`src/rtl/riscv_pkg.sv`:
```
// Shared load/store-unit types: FSM states, error codes, funct3 widths and response record.
package riscv_pkg;

    typedef enum logic [1:0] {
        LSU_IDLE    = 2'd0,
        LSU_BUS_REQ = 2'd1,
        LSU_BUS_RSP = 2'd2,
        LSU_RESP    = 2'd3
    } lsu_state_e;

    typedef enum logic [1:0] {
        ERR_NONE     = 2'd0,
        ERR_MISALIGN = 2'd1,
        ERR_ILLEGAL  = 2'd2,
        ERR_TIMEOUT  = 2'd3
    } lsu_err_e;

    localparam logic [2:0] F3_B  = 3'b000;
    localparam logic [2:0] F3_H  = 3'b001;
    localparam logic [2:0] F3_W  = 3'b010;
    localparam logic [2:0] F3_BU = 3'b100;
    localparam logic [2:0] F3_HU = 3'b101;

    typedef struct packed {
        logic        valid;
        logic        wb_en;
        logic [4:0]  rd;
        logic [31:0] data;
        lsu_err_e    err;
    } lsu_rsp_t;

endpackage

```
`src/rtl/lsu_align.sv`:
```
// Combinational access checker, store lane steering and load extract/extend.
module lsu_align
    import riscv_pkg::*;
(
    input  logic [2:0]  i_funct3,
    input  logic        i_we,
    input  logic [1:0]  i_addr_lo,
    input  logic [31:0] i_wdata,
    input  logic [31:0] i_rdata,
    output lsu_err_e    o_err,
    output logic [3:0]  o_wstrb,
    output logic [31:0] o_wdata,
    output logic [31:0] o_rdata
);

    logic [7:0]  w_byte;
    logic [15:0] w_half;

    // Pick the addressed byte and halfword out of the bus word
    always_comb begin
        case (i_addr_lo)
            2'd0:    w_byte = i_rdata[7:0];
            2'd1:    w_byte = i_rdata[15:8];
            2'd2:    w_byte = i_rdata[23:16];
            default: w_byte = i_rdata[31:24];
        endcase
        w_half = i_addr_lo[1] ? i_rdata[31:16] : i_rdata[15:0];
    end

    // Legality check: illegal encodings take priority over misalignment
    always_comb begin
        o_err = ERR_NONE;
        case (i_funct3)
            F3_B:    o_err = ERR_NONE;
            F3_H:    if (i_addr_lo[0]) o_err = ERR_MISALIGN;
            F3_W:    if (i_addr_lo != 2'b00) o_err = ERR_MISALIGN;
            F3_BU:   if (i_we) o_err = ERR_ILLEGAL;
            F3_HU: begin
                if (i_we)              o_err = ERR_ILLEGAL;
                else if (i_addr_lo[0]) o_err = ERR_MISALIGN;
            end
            default: o_err = ERR_ILLEGAL;
        endcase
    end

    // Store strobes and lane replication; strobes are zero for loads
    always_comb begin
        case (i_funct3[1:0])
            2'b00: begin
                o_wstrb = 4'b0001 << i_addr_lo;
                o_wdata = {4{i_wdata[7:0]}};
            end
            2'b01: begin
                o_wstrb = i_addr_lo[1] ? 4'b1100 : 4'b0011;
                o_wdata = {2{i_wdata[15:0]}};
            end
            default: begin
                o_wstrb = 4'b1111;
                o_wdata = i_wdata;
            end
        endcase
        if (!i_we) o_wstrb = '0;
    end

    // Load extension: signed for LB/LH, zero for LBU/LHU, whole word for LW
    always_comb begin
        case (i_funct3)
            F3_B:    o_rdata = {{24{w_byte[7]}}, w_byte};
            F3_BU:   o_rdata = {24'd0, w_byte};
            F3_H:    o_rdata = {{16{w_half[15]}}, w_half};
            F3_HU:   o_rdata = {16'd0, w_half};
            default: o_rdata = i_rdata;
        endcase
        if (i_we) o_rdata = '0;
    end

endmodule

```
`src/rtl/load_store_unit.sv`:
```
// Single-outstanding load/store unit between the decoder/ALU and a valid/ready data bus.
module load_store_unit
    import riscv_pkg::*;
#(
    parameter int unsigned TIMEOUT_CYCLES = 255,
    parameter lsu_state_e  RESET_STATE    = LSU_IDLE
)(
    input  logic        clk,
    input  logic        rst,
    input  logic        req_valid,
    output logic        req_ready,
    input  logic [3:0]  mem_w,
    input  logic [31:0] addr,
    input  logic [31:0] wdata,
    input  logic [4:0]  rd,
    input  logic        flush,
    output logic        mem_req_valid,
    input  logic        mem_req_ready,
    output logic [31:0] mem_addr,
    output logic        mem_we,
    output logic [3:0]  mem_wstrb,
    output logic [31:0] mem_wdata,
    input  logic        mem_rsp_valid,
    input  logic [31:0] mem_rdata,
    output logic        rsp_valid,
    output logic        rsp_wb_en,
    output logic [4:0]  rsp_rd,
    output logic [31:0] rsp_data,
    output logic [1:0]  rsp_err
);

    lsu_state_e  r_state, w_next;
    logic [2:0]  r_funct3;
    logic        r_we;
    logic [31:0] r_addr;
    logic [31:0] r_wdata;
    logic [4:0]  r_rd;
    lsu_err_e    r_err;
    logic [31:0] r_rdata;
    logic [15:0] r_cnt;
    logic        r_kill;

    logic        w_idle;
    logic        w_accept;
    logic        w_timeout;
    logic [2:0]  w_f3;
    logic        w_we;
    logic [1:0]  w_lo;
    logic [31:0] w_wd;
    lsu_err_e    w_err;
    logic [3:0]  w_wstrb;
    logic [31:0] w_wdata_lane;
    logic [31:0] w_rdata_ext;
    lsu_rsp_t    w_rsp;

    // One aligner serves both ends: live request fields in IDLE, captured fields afterwards
    assign w_idle    = (r_state == LSU_IDLE);
    assign w_f3      = w_idle ? mem_w[3:1] : r_funct3;
    assign w_we      = w_idle ? mem_w[0]   : r_we;
    assign w_lo      = w_idle ? addr[1:0]  : r_addr[1:0];
    assign w_wd      = w_idle ? wdata      : r_wdata;
    assign w_accept  = w_idle && req_valid && !flush && !rst;
    assign w_timeout = (r_cnt == 16'(TIMEOUT_CYCLES - 1));

    lsu_align u_align (
        .i_funct3  (w_f3),
        .i_we      (w_we),
        .i_addr_lo (w_lo),
        .i_wdata   (w_wd),
        .i_rdata   (mem_rdata),
        .o_err     (w_err),
        .o_wstrb   (w_wstrb),
        .o_wdata   (w_wdata_lane),
        .o_rdata   (w_rdata_ext)
    );

    // State register
    always_ff @(posedge clk) begin
        if (rst) r_state <= RESET_STATE;
        else     r_state <= w_next;
    end

    // Next-state logic
    always_comb begin
        w_next = r_state;
        case (r_state)
            LSU_IDLE:    if (w_accept) w_next = (w_err == ERR_NONE) ? LSU_BUS_REQ : LSU_RESP;
            LSU_BUS_REQ: begin
                if (flush)              w_next = LSU_IDLE;
                else if (mem_req_ready) w_next = LSU_BUS_RSP;
            end
            LSU_BUS_RSP: if (mem_rsp_valid || w_timeout) w_next = (r_kill || flush) ? LSU_IDLE : LSU_RESP;
            default:     w_next = LSU_IDLE;
        endcase
    end

    // Request capture, timeout counter, kill flag and load-data register
    always_ff @(posedge clk) begin
        if (rst) begin
            r_funct3 <= '0;
            r_we     <= 1'b0;
            r_addr   <= '0;
            r_wdata  <= '0;
            r_rd     <= '0;
            r_err    <= ERR_NONE;
            r_rdata  <= '0;
            r_cnt    <= '0;
            r_kill   <= 1'b0;
        end else begin
            case (r_state)
                LSU_IDLE: if (w_accept) begin
                    r_funct3 <= mem_w[3:1];
                    r_we     <= mem_w[0];
                    r_addr   <= addr;
                    r_wdata  <= wdata;
                    r_rd     <= rd;
                    r_err    <= w_err;
                    r_rdata  <= '0;
                    r_kill   <= 1'b0;
                end
                LSU_BUS_REQ: if (!flush && mem_req_ready) r_cnt <= '0;
                LSU_BUS_RSP: begin
                    if (flush) r_kill <= 1'b1;
                    if (mem_rsp_valid)  r_rdata <= w_rdata_ext;
                    else if (w_timeout) r_err   <= ERR_TIMEOUT;
                    else                r_cnt   <= r_cnt + 16'd1;
                end
                default: ;
            endcase
        end
    end

    // Outputs: bus fields only in BUS_REQ, response only in RESP, everything zero under reset
    always_comb begin
        req_ready     = 1'b0;
        mem_req_valid = 1'b0;
        mem_addr      = '0;
        mem_we        = 1'b0;
        mem_wstrb     = '0;
        mem_wdata     = '0;
        w_rsp         = '0;
        if (!rst) begin
            case (r_state)
                LSU_IDLE: req_ready = 1'b1;
                LSU_BUS_REQ: begin
                    mem_req_valid = !flush;
                    mem_addr      = {r_addr[31:2], 2'b00};
                    mem_we        = r_we;
                    mem_wstrb     = w_wstrb;
                    mem_wdata     = w_wdata_lane;
                end
                LSU_RESP: if (!flush) begin
                    w_rsp.valid = 1'b1;
                    w_rsp.wb_en = !r_we && (r_err == ERR_NONE);
                    w_rsp.rd    = r_rd;
                    w_rsp.data  = r_rdata;
                    w_rsp.err   = r_err;
                end
                default: ;
            endcase
        end
    end

    assign rsp_valid = w_rsp.valid;
    assign rsp_wb_en = w_rsp.wb_en;
    assign rsp_rd    = w_rsp.rd;
    assign rsp_data  = w_rsp.data;
    assign rsp_err   = w_rsp.err;

endmodule
```
`config.mk`:
```
export PLATFORM = sky130hd
export DESIGN_NAME = load_store_unit
export DESIGN_NICKNAME = d
export VERILOG_FILES = /design/src/rtl/riscv_pkg.sv /design/src/rtl/lsu_align.sv /design/src/rtl/load_store_unit.sv
export SDC_FILE = /design/constraint.sdc
export NUM_CORES = 1
export LEC_CHECK = 0
export CAP_MARGIN = 20
export CORE_ASPECT_RATIO = 1.75
export CORE_UTILIZATION = 47
export DETAILED_ROUTE_END_ITERATION = 8
export PLACE_DENSITY = 0.82
export SLEW_MARGIN = 20
export SYNTH_ARGS = -nofsm -noshare
export SYNTH_HDL_FRONTEND = slang
export SYNTH_SLANG_ARGS = --single-unit
```
`constraint.sdc`:
```
create_clock -name clk -period 2.4 [get_ports clk]
set_input_delay 0.48 -clock clk [delete_from_list [all_inputs] [get_ports clk]]
set_output_delay 0.48 -clock clk [all_outputs]
set_load 0.005 [all_outputs]
```
==> out/metrics.cfg <==
[status]
status=finished, violations left
violations=DRC, setup timing

[floorplanning]
start_util=0.485
die_w_um=92.5
core_area_sq_um=13900
rows=57
io_pins=223
die_height_um=160
die-area_sq_um=14800

[placed_design]
pre_cts_slack_ns=-0.607
dpl_cell_area_sq_um=9590
dpl.cell_count=1283
dp_hpwl_um=15800
port_buffers=220
gp_congestion=0.903

[clocking]
clock_insertion_delay_worst_skew_ns=0.42
cts_tree=yes
cts_sinks=126
clk_pin_slew_ns=0.06
clock_path_buffers=2
cts_made_buffers=17
cts-root-buf=clkbuf_16
cts.htree.levels=4

[sta]
finalHoldViolations=0
skew_ns=0.00814
layout_setup_ws_ns=-0.440
finalSetupViolCount=59
min_period_ns=2.84
rsz0062_at_grt=true
slew_violations=0
worstMarginPinSlew_ns=0.607
fin_crit_sh=1.18
max_freq_mhz=352
max_slew_margin=0.594

[routing]
wirelength_um=27800
routedWlPerCell_um=20.3
drt_iter0_markers=643
ant_nets=0
via_per_inst=6.00
dr.pass1.iters=9
vias=8228
route.detailed.drc=7

[cells_and_area]
diodes=0
final_common_cell=nand2_1
syn2layout_area_growth_pct=66.3
design_area_sq_um=11200
final_cells=1371
multiInputGateArea_sq_um=4270
most-common-layout-cells=203 x nand2_1, 124 x dfxtp_1, 106 x clkdlybuf4s50_1
register_area_sq_um=2530
final_util=0.806
n_fill_cell=775
drive_gt1_frac=0.270
nets=1295

[pwr]
leakage_uw=0.00536
ir_drop_v=0.000505
cellPowerDensity_nw_per_um2=639
power_uw=7160

[synth]
async_flop_share=0
synth_cell_types=69
syn_area_sq_um=6740
ys_warn_count=0
synth_top_area_share=0.374
netlist_instances=873
synthFlopType=dfxtp_1
synth_area_per_cell_sq_um=7.72
synth-seq-cells=126
yosysTopAreaCell=dfxtp_1
seq_area_frac_synth=0.374
synth_area_leaders=dfxtp_1 37%, nand2_1 12%, a21oi_1 7.9%
synth_edf_count=0

[global_route]
gr-usage-all-layers=0.326
grt_max_degree=75
grt_pass1_vias=7668
antenna_found_initial=0
gr-total-overflow=0
grt_pass1_wl_um=38200

[job]
maxCapViolations=0

[setup_path]
worst-endpoint-arrival_ns=3.15
rrSetupSlack_ns=-0.44
endpoint_kind=flip-flop
critPathKind=reg -> reg
cp_max_fo=15
startpoint_type=flip-flop
cp.required_ns=2.71

[min_path]
hold_path_class=reg -> reg

[layer usage]
layer	global-route usage	share of wire
met1	0.328	0.34
met2	0.586	0.51
met3	0.0682	0.074
met4	0.228	0.077
met5	0	0
[logic make-up (layout without fill, tap and decap cells)]
| family | Yosys count | after routing | share of synthesized area |
|---|---|---|---|
| AOI/OAI and AO/OA | 226 | 226 | 0.232 |
| and+or+nand+nor | 411 | 411 | 0.295 |
| DFF | 126 | 126 | 0.374 |
| xor gates and xnor gates | 7 | 7 | 0.00909 |
| adders and majority gates | 2 | 2 | 0.00371 |
| buffers and inverters | 79 | 399 | 0.0520 |
| other | 1 | 2 | 0.000556 |
| muxes | 21 | 21 | 0.0341 |
[through the flow]
stage,setup TNS (ns),hold slack (ns)
after detailed placement,-25.60,0.442
after CTS,-10.49,0.449
after floorplan,0,0.411
after global placement,-23.70,0.425
after global routing,-19.05,0.469
final,-16.65,0.448
[sequential cells by signal (all words and copies together), names as in the netlist]
signal,count
r_funct3,3
r_state,2
r_kill,1
r_rd,5
r_err,2
r_we,1
r_cnt,16
r_wdata,32
r_rdata,32
r_addr,32
[power breakdown]
group	switching [uW]	internal, uW	leakage [uW]	total [uW]
clock	970	2000	0.000323	2970
sequential	72.2	2180	0.00102	2250
combinational	986	956	0.00402	1940
[synthesized netlist by cell type (all sizes together) (11+ instances only)]
cell type,number
a21oi,110
a22oi,11
and2,79
buf,26
clkbuf,43
dfxtp,126
mux2i,14
nand2,214
nor2,45
o211ai,14
o21ai,24
o311ai,18
[worst max-delay path: stages (launching register included)]
cell,delay [ns]
dfxtp_4,0.38
buf_6,0.13
buf_6,0.12
nor4_4,0.48
a21oi_4,0.14
buf_12,0.17
buf_16,0.13
buf_6,0.12
buf_4,0.14
a31oi_1,0.34
buf_4,0.21
nand3b_4,0.10
buf_12,0.18
o311ai_0,0.08
[area by class of cell]
| class | count | area share |
|---|---|---|
| clock buffer | 21 | 0.0411 |
| clock inverter | 10 | 0.0188 |
| inverter | 10 | 0.00335 |
| multi-input combinational | 669 | 0.381 |
| sequential | 126 | 0.226 |
| tap | 177 | 0.0198 |
| timing repair buffer | 358 | 0.311 |
[final timing paths]
| path | startpoint | to | cells after the start |
|---|---|---|---|
| setup / recovery | r_state[0]$_SDFFE_PP0P_ | r_rdata[19]$_SDFFE_PP0P_ | 13 |
| hold / removal | r_addr[5]$_SDFFE_PP0P_ | r_addr[5]$_SDFFE_PP0P_ | 2 |
| hold reg to reg | r_addr[5]$_SDFFE_PP0P_ | r_addr[5]$_SDFFE_PP0P_ | 2 |
| setup reg to reg | r_state[0]$_SDFFE_PP0P_ | r_rdata[19]$_SDFFE_PP0P_ | 13 |
[timing repair]
| action | CTS | global route |
|---|---|---|
| hold buffers | 0 | 0 |
| pin swaps | 13 | 29 |
| buffers inserted | 22 | 36 |
| endpoints found under the setup margin | 112 | 114 |
| gates cloned | 3 | 1 |
| resized for setup | 187 | 195 |
No activity file was read; power rests on OpenSTA's default activity.
